===== src/rtl/ttl_read_request_sync_if.sv =====
// TTL read-path bus bundle: TTL strobes/address/data plus the request/response
// handshake toward the AXI read master. slave = the sync block, master = its environment.
interface ttl_read_request_sync_if #(
  parameter int C_ADDR_WIDTH = 16,
  parameter int C_DATA_WIDTH = 8
);
  logic                    chipEnable;
  logic                    outputEnable;
  logic [C_ADDR_WIDTH-1:0] address;
  logic [C_DATA_WIDTH-1:0] data;
  logic                    dataDrive;
  logic                    reqValid;
  logic                    reqReady;
  logic [C_ADDR_WIDTH-1:0] reqAddress;
  logic                    rspValid;
  logic [C_DATA_WIDTH-1:0] rspData;
  logic                    timeoutError;

  modport slave (
    input  chipEnable, outputEnable, address, reqReady, rspValid, rspData,
    output data, dataDrive, reqValid, reqAddress, timeoutError
  );

  modport master (
    output chipEnable, outputEnable, address, reqReady, rspValid, rspData,
    input  data, dataDrive, reqValid, reqAddress, timeoutError
  );
endinterface


===== src/rtl/ttl_read_request_sync.sv =====
// Synchronises asynchronous TTL read strobes/address into ACLK, issues one read request per
// stable access and drives the returned data back. Optional single-entry cache: TTL_READ_CACHE_EN.
module ttl_read_request_sync #(
  parameter int C_ADDR_WIDTH     = 16,
  parameter int C_DATA_WIDTH     = 8,
  parameter int C_SYNC_STAGES    = 2,
  parameter int C_STABLE_CYCLES  = 2,
  parameter int C_TIMEOUT_CYCLES = 255
) (
  input logic                    ACLK,
  input logic                    ARESETN,
  ttl_read_request_sync_if.slave bus
);

  localparam logic [2:0] S_IDLE     = 3'd0;
  localparam logic [2:0] S_SETTLE   = 3'd1;
  localparam logic [2:0] S_REQUEST  = 3'd2;
  localparam logic [2:0] S_WAIT_RSP = 3'd3;
  localparam logic [2:0] S_HOLD     = 3'd4;

  localparam int             STW          = (C_STABLE_CYCLES > 1) ? $clog2(C_STABLE_CYCLES) : 1;
  localparam logic [STW-1:0] STABLE_LAST  = STW'(C_STABLE_CYCLES - 1);
  localparam logic [7:0]     TIMEOUT_LAST = 8'(C_TIMEOUT_CYCLES - 1);

  logic [C_SYNC_STAGES-1:0]                   ce_sync;
  logic [C_SYNC_STAGES-1:0]                   oe_sync;
  logic [C_SYNC_STAGES-1:0][C_ADDR_WIDTH-1:0] addr_sync;

  logic                    access;
  logic [C_ADDR_WIDTH-1:0] addr_s;

  logic [2:0]              state;
  logic [C_ADDR_WIDTH-1:0] cap_addr;
  logic [C_ADDR_WIDTH-1:0] req_addr;
  logic [STW-1:0]          stable_cnt;
  logic [7:0]              timer;
  logic                    abort;
  logic [C_DATA_WIDTH-1:0] data_q;
  logic                    timeout_err;
`ifdef TTL_READ_CACHE_EN
  logic                    cache_valid;
  logic [C_ADDR_WIDTH-1:0] cache_addr;
  logic [C_DATA_WIDTH-1:0] cache_data;
`endif

  always_ff @(posedge ACLK or negedge ARESETN) begin
    if (!ARESETN) begin
      ce_sync   <= '0;
      oe_sync   <= '0;
      addr_sync <= '0;
    end else begin
      ce_sync[0]   <= bus.chipEnable;
      oe_sync[0]   <= bus.outputEnable;
      addr_sync[0] <= bus.address;
      for (int unsigned i = 1; i < C_SYNC_STAGES; i++) begin
        ce_sync[i]   <= ce_sync[i-1];
        oe_sync[i]   <= oe_sync[i-1];
        addr_sync[i] <= addr_sync[i-1];
      end
    end
  end

  assign access = ce_sync[C_SYNC_STAGES-1] & oe_sync[C_SYNC_STAGES-1];
  assign addr_s = addr_sync[C_SYNC_STAGES-1];

  always_ff @(posedge ACLK or negedge ARESETN) begin
    if (!ARESETN) begin
      state       <= S_IDLE;
      cap_addr    <= '0;
      req_addr    <= '0;
      stable_cnt  <= '0;
      timer       <= '0;
      abort       <= 1'b0;
      data_q      <= '0;
      timeout_err <= 1'b0;
`ifdef TTL_READ_CACHE_EN
      cache_valid <= 1'b0;
      cache_addr  <= '0;
      cache_data  <= '0;
`endif
    end else begin
      case (state)
        S_IDLE: begin
          abort <= 1'b0;
          if (access) begin
            cap_addr   <= addr_s;
            stable_cnt <= '0;
            state      <= S_SETTLE;
          end
        end
        S_SETTLE: begin
          if (!access) begin
            state <= S_IDLE;
          end else if (addr_s != cap_addr) begin
            cap_addr   <= addr_s;
            stable_cnt <= '0;
          end else if (stable_cnt == STABLE_LAST) begin
`ifdef TTL_READ_CACHE_EN
            if (cache_valid && (cache_addr == cap_addr)) begin
              data_q <= cache_data;
              state  <= S_HOLD;
            end else begin
              req_addr <= cap_addr;
              state    <= S_REQUEST;
            end
`else
            req_addr <= cap_addr;
            state    <= S_REQUEST;
`endif
          end else begin
            stable_cnt <= stable_cnt + STW'(1);
          end
        end
        // Once raised the request is never withdrawn; a dropped strobe only marks the access aborted.
        S_REQUEST: begin
          if (!access) abort <= 1'b1;
          if (bus.reqReady) begin
            timer <= '0;
            state <= S_WAIT_RSP;
          end
        end
        S_WAIT_RSP: begin
          if (!access) abort <= 1'b1;
          if (bus.rspValid) begin
            data_q <= bus.rspData;
`ifdef TTL_READ_CACHE_EN
            cache_valid <= 1'b1;
            cache_addr  <= req_addr;
            cache_data  <= bus.rspData;
`endif
            state <= (abort || !access) ? S_IDLE : S_HOLD;
          end else if (timer == TIMEOUT_LAST) begin
            data_q      <= '1;
            timeout_err <= 1'b1;
`ifdef TTL_READ_CACHE_EN
            cache_valid <= 1'b0;
`endif
            state <= (abort || !access) ? S_IDLE : S_HOLD;
          end else begin
            timer <= timer + 8'd1;
          end
        end
        // Address moved under a held strobe: treat it as a fresh access without going through IDLE.
        S_HOLD: begin
          if (!access) begin
            state <= S_IDLE;
          end else if (addr_s != cap_addr) begin
            cap_addr   <= addr_s;
            stable_cnt <= '0;
            state      <= S_SETTLE;
          end
        end
        default: state <= S_IDLE;
      endcase
    end
  end

  assign bus.reqValid     = (state == S_REQUEST);
  assign bus.reqAddress   = req_addr;
  assign bus.dataDrive    = (state == S_HOLD);
  assign bus.data         = data_q;
  assign bus.timeoutError = timeout_err;

endmodule


===== src/flat_wrapper.sv =====
// flat-port wrapper written by rule: the top's interface ports become plain ports
module ttl_read_request_sync_flat 
#(
  parameter int C_ADDR_WIDTH     = 16,
  parameter int C_DATA_WIDTH     = 8,
  parameter int C_SYNC_STAGES    = 2,
  parameter int C_STABLE_CYCLES  = 2,
  parameter int C_TIMEOUT_CYCLES = 255
)
  (ACLK, ARESETN, bus_chipEnable, bus_outputEnable, bus_address, bus_reqReady, bus_rspValid, bus_rspData, bus_data, bus_dataDrive, bus_reqValid, bus_reqAddress, bus_timeoutError);
  ttl_read_request_sync_if #(.C_ADDR_WIDTH(C_ADDR_WIDTH), .C_DATA_WIDTH(C_DATA_WIDTH)) bus_i ();
  input logic ACLK;
  input logic ARESETN;
  input wire logic [$bits(bus_i.chipEnable)-1:0] bus_chipEnable;
  input wire logic [$bits(bus_i.outputEnable)-1:0] bus_outputEnable;
  input wire logic [$bits(bus_i.address)-1:0] bus_address;
  input wire logic [$bits(bus_i.reqReady)-1:0] bus_reqReady;
  input wire logic [$bits(bus_i.rspValid)-1:0] bus_rspValid;
  input wire logic [$bits(bus_i.rspData)-1:0] bus_rspData;
  output wire logic [$bits(bus_i.data)-1:0] bus_data;
  output wire logic [$bits(bus_i.dataDrive)-1:0] bus_dataDrive;
  output wire logic [$bits(bus_i.reqValid)-1:0] bus_reqValid;
  output wire logic [$bits(bus_i.reqAddress)-1:0] bus_reqAddress;
  output wire logic [$bits(bus_i.timeoutError)-1:0] bus_timeoutError;
  assign bus_i.chipEnable = bus_chipEnable;
  assign bus_i.outputEnable = bus_outputEnable;
  assign bus_i.address = bus_address;
  assign bus_i.reqReady = bus_reqReady;
  assign bus_i.rspValid = bus_rspValid;
  assign bus_i.rspData = bus_rspData;
  assign bus_data = bus_i.data;
  assign bus_dataDrive = bus_i.dataDrive;
  assign bus_reqValid = bus_i.reqValid;
  assign bus_reqAddress = bus_i.reqAddress;
  assign bus_timeoutError = bus_i.timeoutError;
  ttl_read_request_sync #(.C_ADDR_WIDTH(C_ADDR_WIDTH), .C_DATA_WIDTH(C_DATA_WIDTH), .C_SYNC_STAGES(C_SYNC_STAGES), .C_STABLE_CYCLES(C_STABLE_CYCLES), .C_TIMEOUT_CYCLES(C_TIMEOUT_CYCLES)) u_core (.ACLK(ACLK), .ARESETN(ARESETN), .bus(bus_i));
endmodule

===== config.mk =====
export PLATFORM = sky130hd
export DESIGN_NAME = ttl_read_request_sync_flat
export DESIGN_NICKNAME = d
export VERILOG_FILES = /design/src/rtl/ttl_read_request_sync_if.sv /design/src/rtl/ttl_read_request_sync.sv /design/src/flat_wrapper.sv
export SDC_FILE = /design/constraint.sdc
export NUM_CORES = 1
export LEC_CHECK = 0
export CAP_MARGIN = 20
export CORE_MARGIN = 4
export CORE_UTILIZATION = 41
export CTS_CLUSTER_SIZE = 40
export DETAILED_ROUTE_END_ITERATION = 10
export PLACE_DENSITY = 0.61
export SLEW_MARGIN = 10
export SYNTH_ARGS = -nofsm -noshare
export SYNTH_HDL_FRONTEND = slang
export SYNTH_SLANG_ARGS = --single-unit

===== constraint.sdc =====
create_clock -name ACLK -period 5.6 [get_ports ACLK]
set_input_delay 0.56 -clock ACLK [delete_from_list [all_inputs] [get_ports ACLK]]
set_output_delay 0.56 -clock ACLK [all_outputs]
set_load 0.03 [all_outputs]

==> results.yml <==
die:
  die-area_sq_mm: 0.01134
  fp.dieH_um: 106.5
  core_region_area_sq_mm: 0.009328
  dieWidth_um: 106.5
  num_io_pins: 57
  floorplan.initialDensity: 0.4264
  core.rowCount: 35
worst_setup_path:
  arrival_ns: 2.09
  path_buf_inv: 2
  crit_family: "buffers and inverters"
  slowest_delay_ns: 0.69
  regToRegSetupSlack_ns: 3.12
  r2r_start: "u_core.state[1]$_DFFE_PN0P_"
  path_class: "reg -> out"
  start_kind: "flip-flop"
  crit_path_end_kind: "output pin"
  cp.required_ns: 5.04
  cp_cell_sequence: "buf_4 -> nand2_1 -> nor2_1 -> clkdlybuf4s50_1"
  cp_max_fo: 42
  critical_path.startpoint: "u_core.state[2]$_DFFE_PN0P_"
  slowest_stage: "clkdlybuf4s50_1"
clocking:
  clk_path_buf_depth: 2
  cts_resized: 0
  clk_pin_slew_ns: 0.10
  post-cts-setup-buffers: 0
  cts_tree: "built"
  numCtsBuffers: 9
  clockRootBuffer: "clkbuf_8"
  htreeDepth: 3
  holdBufCountCts: 0
  insertion_delay_ns: 0.36
  numClockSinks: 90
routing:
  wl_per_cell_um: 15.43
  drt-pass1-iter-count: 4
  drc: 0
  wl_mm: 8.439
  ant_nets: 0
  avgViaCountPerCell: 5.296
  via_count: 2897
  drt_iter0_drc: 211
timing:
  finalClockSkew_ns: 0.01375
  slew_headroom: 0.4223
  worstMarginPinSlew_ns: 0.8666
  post-route-min-period_ns: 2.647
  rsz0062_at_grt: "no"
  max_clock_freq_mhz: 377.7
  finalSetupViolations: 0
  tns_ns: 0
  post-route-period-util: 0.4727
  hold_violations: 0
  finalMaxSlewViolations: 0
synthesis:
  synth_seq_area_share: 0.5662
  post_synth_num_cell_types: 38
  ys_top_cells_by_area: "dfrtp_1 57%, a2111o_1 4.5%, nand2_1 4.3%, nand3_1 4.2%, xnor2_1 3.7%"
  yosys.cell_count.top_type: "dfrtp_1"
  synth_area_sq_mm: 0.003978
  avgSynthCellArea_sq_um: 10.90
  ys.flop_type: "dfrtp_1"
  synthCells: 365
  synthAdderAreaFrac: 0.006291
  synth_fp_nets: 397
  synth_compound_area_frac: 0.1186
  synth_xor_area_frac: 0.04844
  yosys.area_share.simple: 0.1680
  ys_ff_latch: 90
  yosys-mux-area-fraction: 0.04530
  synth_top_family_by_area: "simple AND/OR/NAND/NOR gates"
  yosys.area.top_type: "dfrtp_1"
  yosys-top-cells-count: "90 x dfrtp_1, 46 x nand2_1, 33 x nand3_1, 19 x and3_1, 19 x inv_1"
  synth_warnings: 0
  synth_top_cell_area_share: 0.5662
  synth_edf_count: 0
  async_flop_share: 1.000
global_route:
  grt_max_degree: 53
  grt-ovfl-total: 0
  grt_pass1_vias: 2809
  grt_use_total: 0.1592
  grt_antenna_before_repair: 0
  grt_pass1_wl_mm: 14.30
pwr:
  peakVddDrop_uv: 153.3
  p_clk_frac: 0.329
  leakagePower_uw: 0.002150
  comb_power_share: 0.159
  power_density_mw_per_mm2: 298.0
  switching_share: 0.3060
  power.internal_uw: 1006
  p_seq_frac: 0.512
  switchingPower_uw: 443.5
cells_and_area:
  layout-area-overhead-vs-synth_pct: 22.27
  layout.nets: 445
  drive_gt1_frac: 0.08612
  multi_input_area_sq_mm: 0.001544
  nFillCells: 830
  antennaDiodeCount: 0
  ff_latch_area_sq_mm: 0.002252
  post-route-util: 0.5214
run_status:
  status: "finished, final reports clean"
flow_run:
  cap_violations: 0
hold_path:
  min_path_type: "in -> async"
placed_design:
  dpl.hpwl_mm: 5.519
  place_congestion: 0.7641
  port_buffers: 56
## final timing paths
check	end	cells past startpoint
setup reg to reg	u_core.bus.reqAddress[0]$_DFFE_PN0P_	5
min in group ACLK	u_core.oe_sync[1]$_DFF_PN0_	0
hold / removal	u_core.addr_sync[10]$_DFF_PN0_	1
hold reg to reg	u_core.oe_sync[1]$_DFF_PN0_	0
max in group asynchronous	u_core.cap_addr[15]$_DFFE_PN0P_	2
setup / recovery	bus_dataDrive	4
## cell type report
cell class	count	share of cell area
Inverter	19	0.01466
Clock buffer	9	0.02547
Sequential cell	90	0.4631
Timing Repair Buffer	63	0.1281
Multi-Input combinational cell	230	0.3175
Tap cell	129	0.03319
Clock inverter	7	0.01801
## cell usage in the layout (no fill, tap or decap), types with 2 or more instances in the layout
cell and n:
mux2_1 10, a21oi_1 2, inv_6 4, mux2_2 6, clkdlybuf4s50_1 55, nand3_1 33
buf_4 7, dfrtp_1 90, a2111o_1 16, o211ai_1 17, o21ai_0 5, nand4_1 10
xor2_1 5, inv_8 2, nand2_1 46, o22a_1 9, xnor2_1 17, ha_1 2
clkbuf_8 9, and4bb_2 2, and3_1 19, nor2_1 13, inv_1 19, and2_1 4
## state kept, by name (all words and copies together), names as in the netlist
name,cells
u_core.bus.reqAddress,16
u_core.bus.data,8
u_core.stable_cnt,1
u_core.ce_sync,2
u_core.abort,1
u_core.cap_addr,16
u_core.addr_s,16
u_core.timer,8
u_core.addr_sync,16
u_core.bus.timeoutError,1
u_core.oe_sync,2
u_core.state,3
## power by group through the flow
stage	combinational, uW	clock, uW	sequential [uW]
after floorplan	147	0	744
after global placement	227	0	751
after detailed placement	232	0	754
after CTS	232	493	741
after global routing	257	516	749
final	230	477	742
## cells by family after synthesis
logic type,Yosys count
AO/OA/AOI/OAI,56
XOR/XNOR,22
adder cells (fa/ha/maj),2
buffers and inverters,45
flip-flops,90
multiplexers,16
AND/OR/NAND/NOR,134
## metal layers
| metal | share of wire | up-vias | routed length (um) | GRT usage |
|---|---|---|---|---|
| li1 | - | 1381 | - | - |
| met1 | 0.47 | 1438 | 3958 | 0.2307 |
| met5 | 0 | - | 0 | 0 |
| met2 | 0.47 | 69 | 3975 | 0.2367 |
| met3 | 0.045 | 9 | 379 | 0.02732 |
| met4 | 0.015 | 0 | 126 | 0.06575 |
## metrics by stage
stage / worst slack (ns) / power (uW) / instance area, sq um / hold WS [ns] / std cells
after global placement: 3.129 / 978.7 / 4632 / 0.3332 / 530
after global routing: 2.833 / 1523 / 4863 / 0.2482 / 547
after detailed placement: 3.122 / 986.3 / 4652 / 0.3347 / 531
final: 2.953 / 1449 / 4863 / 0.2002 / 547
after floorplan: 3.767 / 891.0 / 3978 / 0.2644 / 365
after CTS: 2.926 / 1467 / 4863 / 0.2155 / 547
## worst register-to-register path: stages, from the launching register on
cell     delay (ns)
dfrtp_1        0.47
or2_1          0.25
buf_4          0.24
nor3_2         0.21
and3_1         0.77
mux2_2         0.42
(Power assumes the default switching activity.)
